===== src/rtl/cache_line_fill_ctrl_if.sv =====
// Bundle between the cache-side miss interface, the narrow memory beat port
// and the fill controller. The controller holds the master view; the cache and
// memory (or a bench standing in for them) hold the slave view.
interface cache_line_fill_ctrl_if #(
  parameter int ADDRESS_WIDTH  = 32,
  parameter int DATA_WIDTH     = 32,
  parameter int LINE_SIZE_BITS = 512
);
  // cache side
  logic                      i_miss;
  logic [ADDRESS_WIDTH-1:0]  i_miss_addr;
  logic                      i_evict;
  logic [ADDRESS_WIDTH-1:0]  i_evict_addr;
  logic [LINE_SIZE_BITS-1:0] i_evict_data;
  logic [LINE_SIZE_BITS-1:0] o_memory_line;
  logic                      o_memory_response;
  logic                      o_busy;
  // memory side
  logic                      o_mem_req;
  logic                      o_mem_we;
  logic [ADDRESS_WIDTH-1:0]  o_mem_addr;
  logic [DATA_WIDTH-1:0]     o_mem_wdata;
  logic                      i_mem_ready;
  logic [DATA_WIDTH-1:0]     i_mem_rdata;
  logic                      i_mem_rvalid;

  modport master (
    input  i_miss, i_miss_addr, i_evict, i_evict_addr, i_evict_data,
    input  i_mem_ready, i_mem_rdata, i_mem_rvalid,
    output o_memory_line, o_memory_response, o_busy,
    output o_mem_req, o_mem_we, o_mem_addr, o_mem_wdata
  );

  modport slave (
    output i_miss, i_miss_addr, i_evict, i_evict_addr, i_evict_data,
    output i_mem_ready, i_mem_rdata, i_mem_rvalid,
    input  o_memory_line, o_memory_response, o_busy,
    input  o_mem_req, o_mem_we, o_mem_addr, o_mem_wdata
  );
endinterface


===== src/rtl/cache_line_fill_ctrl.sv =====
// Miss-service stage between the set-associative cache and main memory.
// On a miss it optionally writes the dirty victim back beat by beat, then
// fetches the missing line over the narrow port, assembles it and returns it
// to the cache with a single-cycle response pulse.
module cache_line_fill_ctrl #(
  parameter int LINE_SIZE_BYTES = 64,
  parameter int ADDRESS_WIDTH   = 32,
  parameter int OFFSET_BITS     = 6,
  parameter int DATA_WIDTH      = 32
) (
  input logic                    clk,
  input logic                    rst_n,
  cache_line_fill_ctrl_if.master bus
);

  localparam int LINE_SIZE_BITS = 8 * LINE_SIZE_BYTES;
  localparam int BEATS          = LINE_SIZE_BITS / DATA_WIDTH;
  localparam int IDX_W          = $clog2(BEATS);
  localparam int CNT_W          = IDX_W + 1;
  localparam int STRIDE_SHIFT   = $clog2(DATA_WIDTH / 8);
  localparam logic [ADDRESS_WIDTH-1:0] LINE_MASK =
    {{(ADDRESS_WIDTH-OFFSET_BITS){1'b1}}, {OFFSET_BITS{1'b0}}};
  localparam logic [CNT_W-1:0] BEATS_CNT = CNT_W'(BEATS);
  localparam logic [CNT_W-1:0] LAST_CNT  = CNT_W'(BEATS - 1);

  typedef enum logic [1:0] {IDLE, WB, FILL, RESP} state_t;

  state_t                   state_reg, state_next;
  logic [ADDRESS_WIDTH-1:0] fill_base_reg;
  logic [ADDRESS_WIDTH-1:0] wb_base_reg;
  logic [CNT_W-1:0]         wb_cnt_reg;   // write-back beat index
  logic [CNT_W-1:0]         rq_cnt_reg;   // read requests accepted
  logic [CNT_W-1:0]         dq_cnt_reg;   // read beats returned
  logic [DATA_WIDTH-1:0]    evict_word_reg [BEATS];
  logic [DATA_WIDTH-1:0]    line_word_reg  [BEATS];
  logic [LINE_SIZE_BITS-1:0] line_flat;

  logic                     mem_req;
  logic                     mem_we;
  logic [ADDRESS_WIDTH-1:0] mem_addr;
  logic [DATA_WIDTH-1:0]    mem_wdata;
  logic                     resp;
  logic                     accept;
  logic                     rd_beat;
  logic                     capture;

  // Byte offset of beat n from the line base.
  function automatic logic [ADDRESS_WIDTH-1:0] beat_offset(input logic [CNT_W-1:0] n);
    return ADDRESS_WIDTH'(n) << STRIDE_SHIFT;
  endfunction

  assign accept  = mem_req & bus.i_mem_ready;
  // Returned data only counts while filling and until the line is complete.
  assign rd_beat = (state_reg == FILL) && bus.i_mem_rvalid && (dq_cnt_reg < BEATS_CNT);
  // A new miss is only taken in IDLE; later changes on the miss inputs are ignored.
  assign capture = (state_reg == IDLE) && bus.i_miss;

  // State register.
  always_ff @(posedge clk or negedge rst_n) begin
    if (!rst_n) state_reg <= IDLE;
    else        state_reg <= state_next;
  end

  // Next-state and memory-port outputs; request fields are pure functions of
  // registered state, so they hold steady through any number of stall cycles.
  always_comb begin
    state_next = state_reg;
    mem_req    = 1'b0;
    mem_we     = 1'b0;
    mem_addr   = '0;
    mem_wdata  = '0;
    resp       = 1'b0;
    case (state_reg)
      IDLE: begin
        if (bus.i_miss) state_next = bus.i_evict ? WB : FILL;
      end
      WB: begin
        mem_req   = 1'b1;
        mem_we    = 1'b1;
        mem_addr  = wb_base_reg + beat_offset(wb_cnt_reg);
        mem_wdata = evict_word_reg[wb_cnt_reg[IDX_W-1:0]];
        if (bus.i_mem_ready && (wb_cnt_reg == LAST_CNT)) state_next = FILL;
      end
      FILL: begin
        if (rq_cnt_reg < BEATS_CNT) begin
          mem_req  = 1'b1;
          mem_addr = fill_base_reg + beat_offset(rq_cnt_reg);
        end
        if (rd_beat && (dq_cnt_reg == LAST_CNT)) state_next = RESP;
      end
      RESP: begin
        resp       = 1'b1;
        state_next = IDLE;
      end
      default: state_next = IDLE;
    endcase
  end

  // Beat counters: cleared in IDLE so every operation starts from beat 0.
  always_ff @(posedge clk or negedge rst_n) begin
    if (!rst_n) begin
      wb_cnt_reg <= '0;
      rq_cnt_reg <= '0;
      dq_cnt_reg <= '0;
    end else if (state_reg == IDLE) begin
      wb_cnt_reg <= '0;
      rq_cnt_reg <= '0;
      dq_cnt_reg <= '0;
    end else begin
      if (state_reg == WB && accept)   wb_cnt_reg <= wb_cnt_reg + 1'b1;
      if (state_reg == FILL && accept) rq_cnt_reg <= rq_cnt_reg + 1'b1;
      if (rd_beat)                     dq_cnt_reg <= dq_cnt_reg + 1'b1;
    end
  end

  // Line-aligned base addresses latched when the miss is accepted.
  always_ff @(posedge clk or negedge rst_n) begin
    if (!rst_n) begin
      fill_base_reg <= '0;
      wb_base_reg   <= '0;
    end else if (capture) begin
      fill_base_reg <= bus.i_miss_addr & LINE_MASK;
      if (bus.i_evict) wb_base_reg <= bus.i_evict_addr & LINE_MASK;
    end
  end

  // Per-word storage for the victim line and the line being assembled.
  generate
    for (genvar gi = 0; gi < BEATS; gi++) begin : g_word
      // Victim word gi, captured together with the miss.
      always_ff @(posedge clk or negedge rst_n) begin
        if (!rst_n)                      evict_word_reg[gi] <= '0;
        else if (capture && bus.i_evict) evict_word_reg[gi] <= bus.i_evict_data[gi*DATA_WIDTH +: DATA_WIDTH];
      end

      // Fill word gi, written by the returned beat whose index matches.
      always_ff @(posedge clk or negedge rst_n) begin
        if (!rst_n)
          line_word_reg[gi] <= '0;
        else if (rd_beat && (dq_cnt_reg[IDX_W-1:0] == IDX_W'(gi)))
          line_word_reg[gi] <= bus.i_mem_rdata;
      end

      assign line_flat[gi*DATA_WIDTH +: DATA_WIDTH] = line_word_reg[gi];
    end
  endgenerate

  assign bus.o_mem_req         = mem_req;
  assign bus.o_mem_we          = mem_we;
  assign bus.o_mem_addr        = mem_addr;
  assign bus.o_mem_wdata       = mem_wdata;
  assign bus.o_memory_response = resp;
  assign bus.o_memory_line     = line_flat;
  assign bus.o_busy            = (state_reg != IDLE);

endmodule


===== src/flat_wrapper.sv =====
// flat-port wrapper written by rule: the top's interface ports become plain ports
module cache_line_fill_ctrl_flat 
#(
  parameter int LINE_SIZE_BYTES = 64,
  parameter int ADDRESS_WIDTH   = 32,
  parameter int OFFSET_BITS     = 6,
  parameter int DATA_WIDTH      = 32
)
  (clk, rst_n, bus_i_miss, bus_i_miss_addr, bus_i_evict, bus_i_evict_addr, bus_i_evict_data, bus_i_mem_ready, bus_i_mem_rdata, bus_i_mem_rvalid, bus_o_memory_line, bus_o_memory_response, bus_o_busy, bus_o_mem_req, bus_o_mem_we, bus_o_mem_addr, bus_o_mem_wdata);
  cache_line_fill_ctrl_if #(.ADDRESS_WIDTH(ADDRESS_WIDTH), .DATA_WIDTH(DATA_WIDTH)) bus_i ();
  input logic clk;
  input logic rst_n;
  input wire logic [$bits(bus_i.i_miss)-1:0] bus_i_miss;
  input wire logic [$bits(bus_i.i_miss_addr)-1:0] bus_i_miss_addr;
  input wire logic [$bits(bus_i.i_evict)-1:0] bus_i_evict;
  input wire logic [$bits(bus_i.i_evict_addr)-1:0] bus_i_evict_addr;
  input wire logic [$bits(bus_i.i_evict_data)-1:0] bus_i_evict_data;
  input wire logic [$bits(bus_i.i_mem_ready)-1:0] bus_i_mem_ready;
  input wire logic [$bits(bus_i.i_mem_rdata)-1:0] bus_i_mem_rdata;
  input wire logic [$bits(bus_i.i_mem_rvalid)-1:0] bus_i_mem_rvalid;
  output wire logic [$bits(bus_i.o_memory_line)-1:0] bus_o_memory_line;
  output wire logic [$bits(bus_i.o_memory_response)-1:0] bus_o_memory_response;
  output wire logic [$bits(bus_i.o_busy)-1:0] bus_o_busy;
  output wire logic [$bits(bus_i.o_mem_req)-1:0] bus_o_mem_req;
  output wire logic [$bits(bus_i.o_mem_we)-1:0] bus_o_mem_we;
  output wire logic [$bits(bus_i.o_mem_addr)-1:0] bus_o_mem_addr;
  output wire logic [$bits(bus_i.o_mem_wdata)-1:0] bus_o_mem_wdata;
  assign bus_i.i_miss = bus_i_miss;
  assign bus_i.i_miss_addr = bus_i_miss_addr;
  assign bus_i.i_evict = bus_i_evict;
  assign bus_i.i_evict_addr = bus_i_evict_addr;
  assign bus_i.i_evict_data = bus_i_evict_data;
  assign bus_i.i_mem_ready = bus_i_mem_ready;
  assign bus_i.i_mem_rdata = bus_i_mem_rdata;
  assign bus_i.i_mem_rvalid = bus_i_mem_rvalid;
  assign bus_o_memory_line = bus_i.o_memory_line;
  assign bus_o_memory_response = bus_i.o_memory_response;
  assign bus_o_busy = bus_i.o_busy;
  assign bus_o_mem_req = bus_i.o_mem_req;
  assign bus_o_mem_we = bus_i.o_mem_we;
  assign bus_o_mem_addr = bus_i.o_mem_addr;
  assign bus_o_mem_wdata = bus_i.o_mem_wdata;
  cache_line_fill_ctrl #(.LINE_SIZE_BYTES(LINE_SIZE_BYTES), .ADDRESS_WIDTH(ADDRESS_WIDTH), .OFFSET_BITS(OFFSET_BITS), .DATA_WIDTH(DATA_WIDTH)) u_core (.clk(clk), .rst_n(rst_n), .bus(bus_i));
endmodule

===== config.mk =====
export PLATFORM = sky130hd
export DESIGN_NAME = cache_line_fill_ctrl_flat
export DESIGN_NICKNAME = d
export VERILOG_FILES = /design/src/rtl/cache_line_fill_ctrl_if.sv /design/src/rtl/cache_line_fill_ctrl.sv /design/src/flat_wrapper.sv
export SDC_FILE = /design/constraint.sdc
export NUM_CORES = 2
export LEC_CHECK = 0
export CAP_MARGIN = 15
export CORE_AREA = 2 2 464 466
export CTS_CLUSTER_SIZE = 16
export DETAILED_ROUTE_END_ITERATION = 8
export DIE_AREA = 0 0 466 468
export RECOVER_POWER = 25
export SYNTH_ARGS = -nofsm -noshare
export SYNTH_HDL_FRONTEND = slang
export SYNTH_SLANG_ARGS = --single-unit

===== constraint.sdc =====
create_clock -name clk -period 2.45 [get_ports clk]
set_input_delay 0.49 -clock clk [delete_from_list [all_inputs] [get_ports clk]]
set_output_delay 0.49 -clock clk [all_outputs]
set_load 0.02 [all_outputs]

==> flow_metrics.tcl <==
set metrics [dict create \
    status "complete, but fails checks" \
    violations "negative setup slack" \
    crit_path_end_kind "primary output" \
    nets 4942 \
    cts_tree "built" \
    powerDensity_nw_per_um2 1050 \
    intPower_uw 50300 \
    fin_skew_ps 45.8 \
    arrival_ps 3090 \
    critPathLaunch "u_core.wb_cnt_reg[0]" \
    fmaxAchievable_ghz 0.280 \
    hold_path_class "input pin to flip-flop" \
    grt_max_degree 94 \
    wl_per_cell_um 24.5 \
    worst_slack_ps -1130 \
    cts-htree-levels 3 \
    cts_buffer_depth 3 \
    io_buffers 1179 \
    final_area_um2 69700 \
    initial_core_util_pct 21.5 \
    netlist.area_leader.share_pct 59.6 \
    switchingPower_uw 23100 \
    finalSetupTns_ps -48710 \
    crit_end "bus_o_mem_wdata[4]" \
    die_w_um 466 \
    rows 170 \
    drv_cap 0 \
    ios 1194 \
    multi_input_area_um2 18600 \
    layout-drive-gt1-share_pct 46.2 \
    grt_pass1_wl_um 248000 \
    cts_buffers 121 \
    syn_inst 2840 \
    vdd_drop_max_mv 0.617 \
    track_usage_pct 15.9 \
    clkPwrFrac_pct 26.5 \
    critPathSlowestCell "mux4_2" \
    cp-start-kind "flip-flop" \
    core-area_um2 213000 \
    grt_pass1_vias 32749 \
    wl_um 179000 \
    viasPerCell 4.29 \
    crit_type "flip-flop to primary output" \
    slowest_delay_ps 550 \
    ff2ff_path_depth 14 \
    path_buf_inv 4 \
    rsz0062_at_grt "true" \
    finalSetupViolations 63 \
    crit_fanout 8 \
    yosys.area.top_type "dfrtp_1" \
    path_cells "buf_16, buf_12, buf_12, mux4_2, mux4_2, and2_4, buf_6" \
    grt_overflow 0 \
    syn_avg_cell_area_um2 16.2 \
    p_comb_share_pct 34.7 \
    path_depth 7 \
    fillCellCount 20889 \
    p_seq_share_pct 38.8 \
    place_area_um2 63700 \
    slew_headroom_pct 21.8 \
    path_delay_family "multiplexers" \
    area_growth_pct 51.8 \
    routabilityCongestion 0.895 \
    path_clk_slew_ps 60 \
    final-seq-area_um2 27400 \
    die_area_um2 218000 \
    clock-sinks 1093 \
    whs_ps 277 \
    finalCriticalPeriod_ps 3580 \
    reg2reg_from "u_core.wb_cnt_reg[0]" \
    netlist_top_cells_area "dfrtp_1, mux2_2, mux4_2, clkbuf_1, and2_1" \
    drt_pass1_iterations 5 \
    hpwl_um 137000 \
    hold_viol 0 \
    pre_cts_slack_ps -791 \
    ys_ff_latch 1093 \
    period_share_pct 146 \
    synth_warnings 0 \
    slew_viol_final 0 \
    r2r_slack_ps 60 \
    ant_nets 0 \
    vias 31264 \
    worst_ep_required_time_ps 1960 \
    antenna_found_initial 63 \
    tightest_slew_ps 1170 \
    synth.distinct_cells 39 \
    route.detailed.drc 0 \
    insertion_delay_ps 780 \
    yosysSeqAreaShare_pct 59.6 \
    root_buffer "clkbuf_16" \
    swShare_pct 31.5 \
    leakage_uw 0.0297 \
    die_h_um 468 \
    drt_iter0_drc 1787 \
    r2r_end "u_core.state_reg[1]" \
    netlist_area_um2 45900 \
]
worst reg2reg max path, delay by kind of cell (launching register included):
kind / cells / cell delay (ps)
adder cells (fa/ha/maj): 2 / 270
AO/OA/AOI/OAI: 2 / 210
AND/OR/NAND/NOR: 3 / 340
multiplexers: 1 / 250
flip-flops: 1 / 470
buffers and inverters: 6 / 790
cell type report:
class,count,area share (%)
flip-flops and latches,1093,39.3
multi-input cells,1539,26.7
diodes,35,0.126
well taps,2838,5.10
repair buffers,1548,22.5
inverters,10,0.0682
clock inverters,53,1.13
clock buffers,169,5.04
metal layers:
metal	vias up	global-route usage, %	wire length [µm]
li1	13359	-	-
met1	16180	18.5	67800
met2	1339	26.8	87300
met3	330	4.56	14600
met4	56	7.62	8800
met5	-	0	375
cells in the mapped netlist:
cell / number
clkbuf_1: 137
dfrtp_1: 1093
mux2_2: 1078
conb_1: 1
buf_6: 10
nor3_1: 2
a211oi_1: 1
a22oi_1: 14
mux2i_1: 5
buf_4: 2
xnor2_1: 21
o22ai_1: 8
or2_2: 1
and4_1: 8
buf_1: 17
nand2b_1: 4
nand2_1: 29
nand3_1: 23
nor2_1: 55
nand4_1: 14
a41oi_1: 1
and3_1: 11
buf_2: 33
xor2_1: 19
inv_1: 9
a21boi_0: 1
ha_1: 15
nor3b_2: 1
nor3b_1: 1
a31oi_1: 1
o2111a_1: 1
o31a_1: 3
nor4_1: 5
o21ai_0: 11
clkinv_1: 1
mux4_2: 160
nor2b_1: 1
a21oi_1: 9
and2_1: 34
metrics by stage:
step / total power [µW] / util (%) / instances
floorplan: 39900 / - / 2841
global placement: 51500 / 29.9 / 6968
detailed placement: 52000 / 29.9 / 6968
CTS: 73700 / 32.5 / 7237
global route: 76600 / 32.6 / 7266
finish: 73400 / 32.7 / 7285
power groups by stage:
| stage | Clock, µW | Sequential [µW] | Combinational, µW |
|---|---|---|---|
| 2_1_floorplan | 0 | 27500 | 12400 |
| 3_3_place_gp | 0 | 28700 | 22800 |
| 3_5_place_dp | 0 | 28700 | 23300 |
| 4_1_cts | 20000 | 28400 | 25300 |
| 5_1_grt | 20700 | 28900 | 27000 |
| 6_report | 19500 | 28500 | 25500 |
placed cells by master, fill, tap and decap left out, types with 28 or more instances in the layout:
cell and instances:
clkdlybuf4s50_1 1101, dfrtp_1 1088, mux2_2 1076, buf_4 238
mux4_2 160, clkbuf_16 121, buf_6 86, buf_12 65
diode_2 35, clkbuf_8 30, and2_4 28
what timing repair did:
item | in CTS | in global routing
endpoints found under the setup margin | 69 | 124
setup buffers | 37 | 27
hold endpoints to repair | 149 | 0
pin swaps | 72 | 48
hold buffers | 1 | 0
gates resized for setup | 550 | 96
cloned | 9 | 0
logic make-up (layout without fill, tap and decap cells):
logic type               count (synthesis)  count (layout)  share of synthesized area [%]
multiplexers                          1243            1243                           34.4
flip-flops                            1093            1093                           59.6
buffers and inverters                  209            1780                           1.98
AND/OR/NAND/NOR                        189             189                           2.11
AO/OA/AOI/OAI                           50              50                          0.704
XOR/XNOR                                40              40                          0.764
adder cells (fa/ha/maj)                 15              15                          0.409
other                                    1              37                        0.00817
how the worst min path moves through the flow:
stage | depth (start not counted) | startpoint | to | slack (ps)
floorplan | 0 | rst_n | u_core.bus.o_memory_line[0] | 190
global placement | 1 | rst_n | u_core.evict_word_reg[407] | 430
detailed placement | 1 | rst_n | u_core.evict_word_reg[303] | 430
CTS | 2 | rst_n | u_core.evict_word_reg[407] | 140
global route | 3 | bus_i_mem_rdata[29] | u_core.bus.o_memory_line[125] | 210
finish | 3 | bus_i_mem_rdata[29] | u_core.bus.o_memory_line[189] | 280
(Power assumes the default switching activity.)
